<file path="config.mk">
export PLATFORM = sky130hd
export DESIGN_NAME = uart_rx
export DESIGN_NICKNAME = d
export VERILOG_FILES = /design/src/rtl/uart_pkg.sv /design/src/rtl/uart_rx_sync.sv /design/src/rtl/uart_rx.sv
export SDC_FILE = /design/constraint.sdc
export NUM_CORES = 1
export LEC_CHECK = 0
export CAP_MARGIN = 30
export CORE_UTILIZATION = 40
export DETAILED_ROUTE_END_ITERATION = 7
export PLACE_DENSITY = 0.67
export SETUP_SLACK_MARGIN = 0.05
export SKIP_CTS_REPAIR_TIMING = 1
export SYNTH_ARGS = -nofsm -noshare
export SYNTH_HDL_FRONTEND = slang
export SYNTH_SLANG_ARGS = --single-unit
</file>
<file path="constraint.sdc">
create_clock -name clk_in -period 2.2 [get_ports clk_in]
set_input_delay 0.22 -clock clk_in [delete_from_list [all_inputs] [get_ports clk_in]]
set_output_delay 0.22 -clock clk_in [all_outputs]
set_load 0.02 [all_outputs]
</file>
<file path="src/rtl/uart_pkg.sv">
// Shared UART definitions: receiver state encoding and the frame/oversampling
// defaults that the baud generator and receiver must agree on.
package uart_pkg;

    localparam int DEFAULT_DATA_BITS         = 8;
    localparam int DEFAULT_OVERSAMPLING_RATE = 8;

    typedef enum logic [2:0] {
        IDLE      = 3'd0,
        START     = 3'd1,
        DATA      = 3'd2,
        STOP      = 3'd3,
        WAIT_HIGH = 3'd4
    } rx_state_t;

endpackage

</file>
<file path="src/rtl/uart_rx_sync.sv">
// Two-flop synchroniser for an asynchronous level input; both flops reset to 1
// so an idle-high line never shows a spurious low edge coming out of reset.
module uart_rx_sync (
    input  logic clk_in,
    input  logic nrst_in,
    input  logic d,
    output logic q
);

    logic meta;

    always_ff @(posedge clk_in or negedge nrst_in) begin
        if (!nrst_in) begin
            meta <= 1'b1;
            q    <= 1'b1;
        end else begin
            meta <= d;
            q    <= meta;
        end
    end

endmodule

</file>
<file path="src/rtl/uart_rx.sv">
// Oversampling UART receiver: mid-bit sampling of LSB-first frames with one
// stop bit, delivering words through a valid/ready output register.
module uart_rx
    import uart_pkg::*;
#(
    parameter int DATA_BITS         = DEFAULT_DATA_BITS,
    parameter int OVERSAMPLING_RATE = DEFAULT_OVERSAMPLING_RATE
) (
    input  logic                 clk_in,
    input  logic                 nrst_in,
    input  logic                 os_tick_in,
    input  logic                 rx_in,
    output logic [DATA_BITS-1:0] data_out,
    output logic                 valid_out,
    input  logic                 ready_in,
    output logic                 busy_out,
    output logic                 frame_err_out,
    output logic                 overrun_err_out
);

    localparam int TICK_W = $clog2(OVERSAMPLING_RATE);
    localparam int BIT_W  = $clog2(DATA_BITS + 1);

    localparam logic [TICK_W-1:0] HALF_LAST = TICK_W'(OVERSAMPLING_RATE / 2 - 1);
    localparam logic [TICK_W-1:0] BIT_LAST  = TICK_W'(OVERSAMPLING_RATE - 1);
    localparam logic [BIT_W-1:0]  LAST_BIT  = BIT_W'(DATA_BITS - 1);

    logic                 rxs;
    rx_state_t            state;
    logic [TICK_W-1:0]    tick_cnt;
    logic [BIT_W-1:0]     bit_cnt;
    logic [DATA_BITS-1:0] shreg;

    uart_rx_sync u_sync (
        .clk_in  (clk_in),
        .nrst_in (nrst_in),
        .d       (rx_in),
        .q       (rxs)
    );

    always_ff @(posedge clk_in or negedge nrst_in) begin
        if (!nrst_in) begin
            state           <= IDLE;
            tick_cnt        <= '0;
            bit_cnt         <= '0;
            shreg           <= '0;
            data_out        <= '0;
            valid_out       <= 1'b0;
            busy_out        <= 1'b0;
            frame_err_out   <= 1'b0;
            overrun_err_out <= 1'b0;
        end else begin
            frame_err_out   <= 1'b0;
            overrun_err_out <= 1'b0;
            // NOTE: a delivery later in this block overrides this clear, because the
            // last non-blocking assignment to a flop within one edge is the one that lands.
            if (valid_out && ready_in)
                valid_out <= 1'b0;

            if (os_tick_in) begin
                case (state)
                    IDLE: begin
                        if (!rxs) begin
                            state    <= START;
                            tick_cnt <= '0;
                            busy_out <= 1'b1;
                        end
                    end

                    START: begin
                        if (tick_cnt == HALF_LAST) begin
                            if (rxs) begin
                                state    <= IDLE;
                                busy_out <= 1'b0;
                            end else begin
                                state    <= DATA;
                                tick_cnt <= '0;
                                bit_cnt  <= '0;
                            end
                        end else begin
                            tick_cnt <= tick_cnt + 1'b1;
                        end
                    end

                    DATA: begin
                        if (tick_cnt == BIT_LAST) begin
                            shreg    <= {rxs, shreg[DATA_BITS-1:1]};
                            tick_cnt <= '0;
                            bit_cnt  <= bit_cnt + 1'b1;
                            if (bit_cnt == LAST_BIT)
                                state <= STOP;
                        end else begin
                            tick_cnt <= tick_cnt + 1'b1;
                        end
                    end

                    STOP: begin
                        if (tick_cnt == BIT_LAST) begin
                            tick_cnt <= '0;
                            if (rxs) begin
                                state    <= IDLE;
                                busy_out <= 1'b0;
                                // A same-cycle handshake frees the register for the new word.
                                if (!valid_out || ready_in) begin
                                    data_out  <= shreg;
                                    valid_out <= 1'b1;
                                end else begin
                                    overrun_err_out <= 1'b1;
                                end
                            end else begin
                                frame_err_out <= 1'b1;
                                state         <= WAIT_HIGH;
                            end
                        end else begin
                            tick_cnt <= tick_cnt + 1'b1;
                        end
                    end

                    WAIT_HIGH: begin
                        if (rxs) begin
                            state    <= IDLE;
                            busy_out <= 1'b0;
                        end
                    end

                    default: begin
                        state    <= IDLE;
                        busy_out <= 1'b0;
                    end
                endcase
            end
        end
    end

endmodule
</file>
* Word-level counts from Yosys, hierarchy flattened
Index checks and enable logic that the tools add are counted.
** Cells by class
- Bitwise logic cells :: 1
- $add $sub $neg :: 2
- Equality and inequality tests :: 14
- Mux-type cells :: 37
- Reduce and logical (&&, ||, !) cells :: 13
** Operator list (number)
- $mux 3 :: 10
- $mux 1 :: 19
- $pmux 3 s5 :: 1
- $reduce_and 5->1 :: 3
- $mux 4 :: 3
- $ne 2x2->1 const B :: 6
- $eq 3x2->1 const B :: 3
- $pmux 3 s3 :: 1
- $pmux 4 s2 :: 1
- $reduce_and 7->1 :: 1
- $eq 3x3->1 const B :: 2
- $pmux 1 s5 :: 1
- $add 4x1->4 const B :: 1
- $eq 4x3->1 const B :: 1
- $add 3x1->3 const B :: 1
- $eq 3x1->1 const B :: 1
- $logic_not 3->1 :: 1
- $reduce_and 3->1 :: 1
- $reduce_bool 3->1 :: 1
- $mux 2 :: 1
- $ne 2x1->1 const B :: 1
- $reduce_and 2->1 :: 1
- $reduce_bool 2->1 :: 1
- $reduce_or 2->1 :: 1
- other kinds (4) :: 4
** Storage, ports and cells
- Register bits :: 32
- Word-level logic and storage cells :: 78

* Logic depth before layout (Yosys ltp)
- Depth in word-level cells :: 7
- Mapped depth :: 7
- Depth with buffers taken out :: 6

* Hierarchy
A second synthesis with hierarchy kept.
** Second synthesis, totals
- Cells, all modules :: 121
- Area total of the unflattened synthesis :: 1565.3 um^2
** Modules (own cells, without submodules)
- uart_rx :: sequential area each 750.7 um^2, area an instance 1512.7 um^2, times used 1, cells an instance 119
- uart_rx_sync :: sequential area each 52.6 um^2, area an instance 52.6 um^2, times used 1, cells an instance 2

* Worst setup path before layout
OpenSTA, ideal clock, no wires.
- Path type :: reg2reg
- From :: register tick_cnt[0]
- To :: register data_out[0]
- Setup time :: 125 ps
- Slack :: 403 ps
- Buffers on the path :: 1
- Clock period less this slack :: 1797 ps
- Data arrival time :: 1671 ps
- Stages on the path, launching flop included :: 8
- Path through :: dfrtp_1 ha_1 ha_1 nand4_1 nor2_1 and3_1 buf_6 mux2_4
** On the way
- Word-level cells in the longest chain between the ends :: 2
** Ends and longest elaborated chain
- from (decl) :: line uart_rx.sv:30 : logic [TICK_W-1:0] tick_cnt;
- from (signal assigned) :: line uart_rx.sv:81 : tick_cnt <= tick_cnt + 1'b1;
- from (signal assigned) :: line uart_rx.sv:93 : tick_cnt <= tick_cnt + 1'b1;
- from (signal assigned) :: line uart_rx.sv:115 : tick_cnt <= tick_cnt + 1'b1;
- $eq 3x3->1 :: line uart_rx.sv:98 : if (tick_cnt == BIT_LAST) begin
- $reduce_and 5->1 (no source line)
- to (signal assigned) :: line uart_rx.sv:105 : data_out <= shreg;
- to (decl) :: line uart_rx.sv:13 : output logic [DATA_BITS-1:0] data_out,
No other way between the ends.
A chain may end at the register's enable or synchronous reset.

* Worst setup path in the final report
- From :: register tick_cnt[0]
- To :: register data_out[6]
Same word-level chain as after synthesis.

==> results.json <==
{
  "fin_setup_tns_ns": 0,
  "synth_warnings": 0,
  "grt_pass1_wl_um": 4350,
  "cap_violations": 0,
  "syn_nets": 131,
  "clock_path_buffers": 2,
  "start_util": 0.416,
  "setup_violations": 0,
  "num_rows": 22,
  "die_h_um": 63.7,
  "ant_nets": 0,
  "start_kind": "flop",
  "area_delta_synth_final_pct": 21.9,
  "cts_tree": "done",
  "netlist.area_leader.share": 0.493,
  "synth_top_area_cell": "dfrtp_1",
  "irDropWorstVdd_uv": 595,
  "powerDensity_mw_per_mm2": 882,
  "synth.most_common_cell": "dfrtp_1",
  "synthCells": 122,
  "finClkSkew_ns": 0.00350,
  "die_w_um": 63.7,
  "clkSlewWorstSetupHoldPaths_ns": 0.06,
  "final_nets": 153,
  "final.min_clock_period_ns": 1.92,
  "synth_edf_count": 0,
  "antenna_found_initial": 0,
  "core_region_area_mm2": 0.00366,
  "grt_setup_unrepaired": "no",
  "synth.area.top_cells": "dfrtp_1 49%, mux2_4 14%, dfstp_2 3.5%, ha_1 3.3%, o21ai_0 3.0%",
  "cts_buffers": 5,
  "routed_wl_um": 2570,
  "async_flop_share": 1.00,
  "htreeDepth": 2,
  "diodes": 0,
  "status": "completed",
  "total_power_mw": 1.64,
  "dp_hpwl_um": 1740,
  "max_freq_mhz": 521,
  "synth_commonest_cells": "30 x dfrtp_1, 14 x mux2_4, 9 x o21ai_0, 6 x nand2_1",
  "cp.arrival_ns": 2.08,
  "netlist_area_mm2": 0.00152,
  "vias": 983,
  "dpl-instance-area_mm2": 0.00175,
  "synth_ff_type": "dfrtp_1",
  "p_leak_nw": 0.838,
  "drtIter0Drc": 35,
  "drt_pass1_iterations": 4,
  "worst_pin_slew_ns": 0.416,
  "crit_type": "flop to flop",
  "yosysSeqAreaShare": 0.528,
  "wl_per_cell_um": 13.3,
  "clkSinkCount": 32,
  "gr-total-overflow": 0,
  "cp_max_fo": 8,
  "final_area_mm2": 0.00186,
  "grt_max_degree": 33,
  "clk_latency_ns": 0.28,
  "dieArea_mm2": 0.00406,
  "gp_congestion": 0.797,
  "grt_usage": 0.145,
  "io_buffers": 16,
  "first_global_vias": 965,
  "vias_per_cell": 5.09,
  "critPathCaptureType": "flop",
  "slew_viol_final": 0,
  "ys_seq_elements": 32,
  "route.detailed.drc": 0,
  "relSlewSlack": 0.723,
  "syn_avg_cell_area_um2": 12.5,
  "io_pins": 17,
  "synthDistinctLibCells": 39,
  "hold_violations": 0,
  "hold_path_class": "input pin to asynchronous set/reset pin",
  "drive_gt1_frac": 0.234,
  "fin_crit_sh": 0.872,
  "worstPathRequired_ns": 2.36,
  "cts_root_buffer": "clkbuf_8"
}
stage by stage:
step                setup slack, ns   util  hold slack, ns  std cells
finish                        0.282  0.507           0.333        193
global route                  0.149  0.507           0.332        193
CTS                           0.293  0.507           0.336        193
detailed placement            0.300  0.478           0.348        185
global placement              0.332  0.478           0.348        185
floorplan                     0.403      -         -0.0756        122
power breakdown:
| group | switching [mW] | total [mW] | internal [mW] |
|---|---|---|---|
| logic | 0.169 | 0.338 | 0.169 |
| clock network | 0.205 | 0.541 | 0.336 |
| registers | 0.103 | 0.760 | 0.657 |
| total | 0.478 | 1.64 | 1.16 |
worst max-delay path, cell delays in order (launching register included):
cell     delay [ns]
dfrtp_1        0.41
ha_1           0.20
ha_1           0.21
nand4_1        0.13
nor2_1         0.19
and3_1         0.23
buf_12         0.14
mux2_4         0.30
per-layer routing:
metal  wire length [um]  global-route usage
met4                 10              0.0511
met3                106              0.0707
met5                  0                   0
met1               1290               0.180
met2               1170               0.217
cells in the final DEF, fill, tap and decap left out, drive strengths merged, types with 4 or more instances in the layout:
cell type	n
mux2	17
dfrtp	30
o21ai	9
clkbuf	6
nand2	6
a21oi	5
nor2	6
ha	4
clkdlybuf4s50	16
buf	5
path summary, 6_finish.rpt:
path	startpoint	endpoint	slack (ns)	cells after the start
max	tick_cnt[0]	data_out[6]	0.28	7
min	nrst_in	shreg[0]	0.33	2
max reg2reg	tick_cnt[0]	data_out[6]	0.28	7
min reg2reg	u_sync.meta	u_sync.q	0.36	0
max in group asynchronous	nrst_in	u_sync.q	1.54	2
min in group clk_in	rx_in	u_sync.meta	0.34	1
final cells by class:
type	count	area [um2]
timing repair buffer	21	210
sequential	32	803
inverter	3	11.3
clock inverter	2	35.0
multi-input combinational	81	664
tap	48	60.1
clock buffer	6	72.6
fill	308	1800
kinds of logic (layout without fill, tap and decap cells):
kind of cell             count (synthesis)  count (layout)  share of synthesized area
AO/OA/AOI/OAI                           27              27                      0.113
flip-flops                              32              32                      0.528
AND/OR/NAND/NOR                         33              33                      0.130
buffers and inverters                    9              32                     0.0362
multiplexers                            17              17                      0.160
adder cells (fa/ha/maj)                  4               4                     0.0329
flip-flops by register name, indices dropped and copies added, names as in the netlist:
register / cells
bit_cnt: 4
busy_out: 1
data_out: 8
frame_err_out: 1
overrun_err_out: 1
shreg: 8
state: 3
tick_cnt: 3
u_sync.meta: 1
u_sync.q: 1
valid_out: 1
Power figures use the tool's default switching activity.
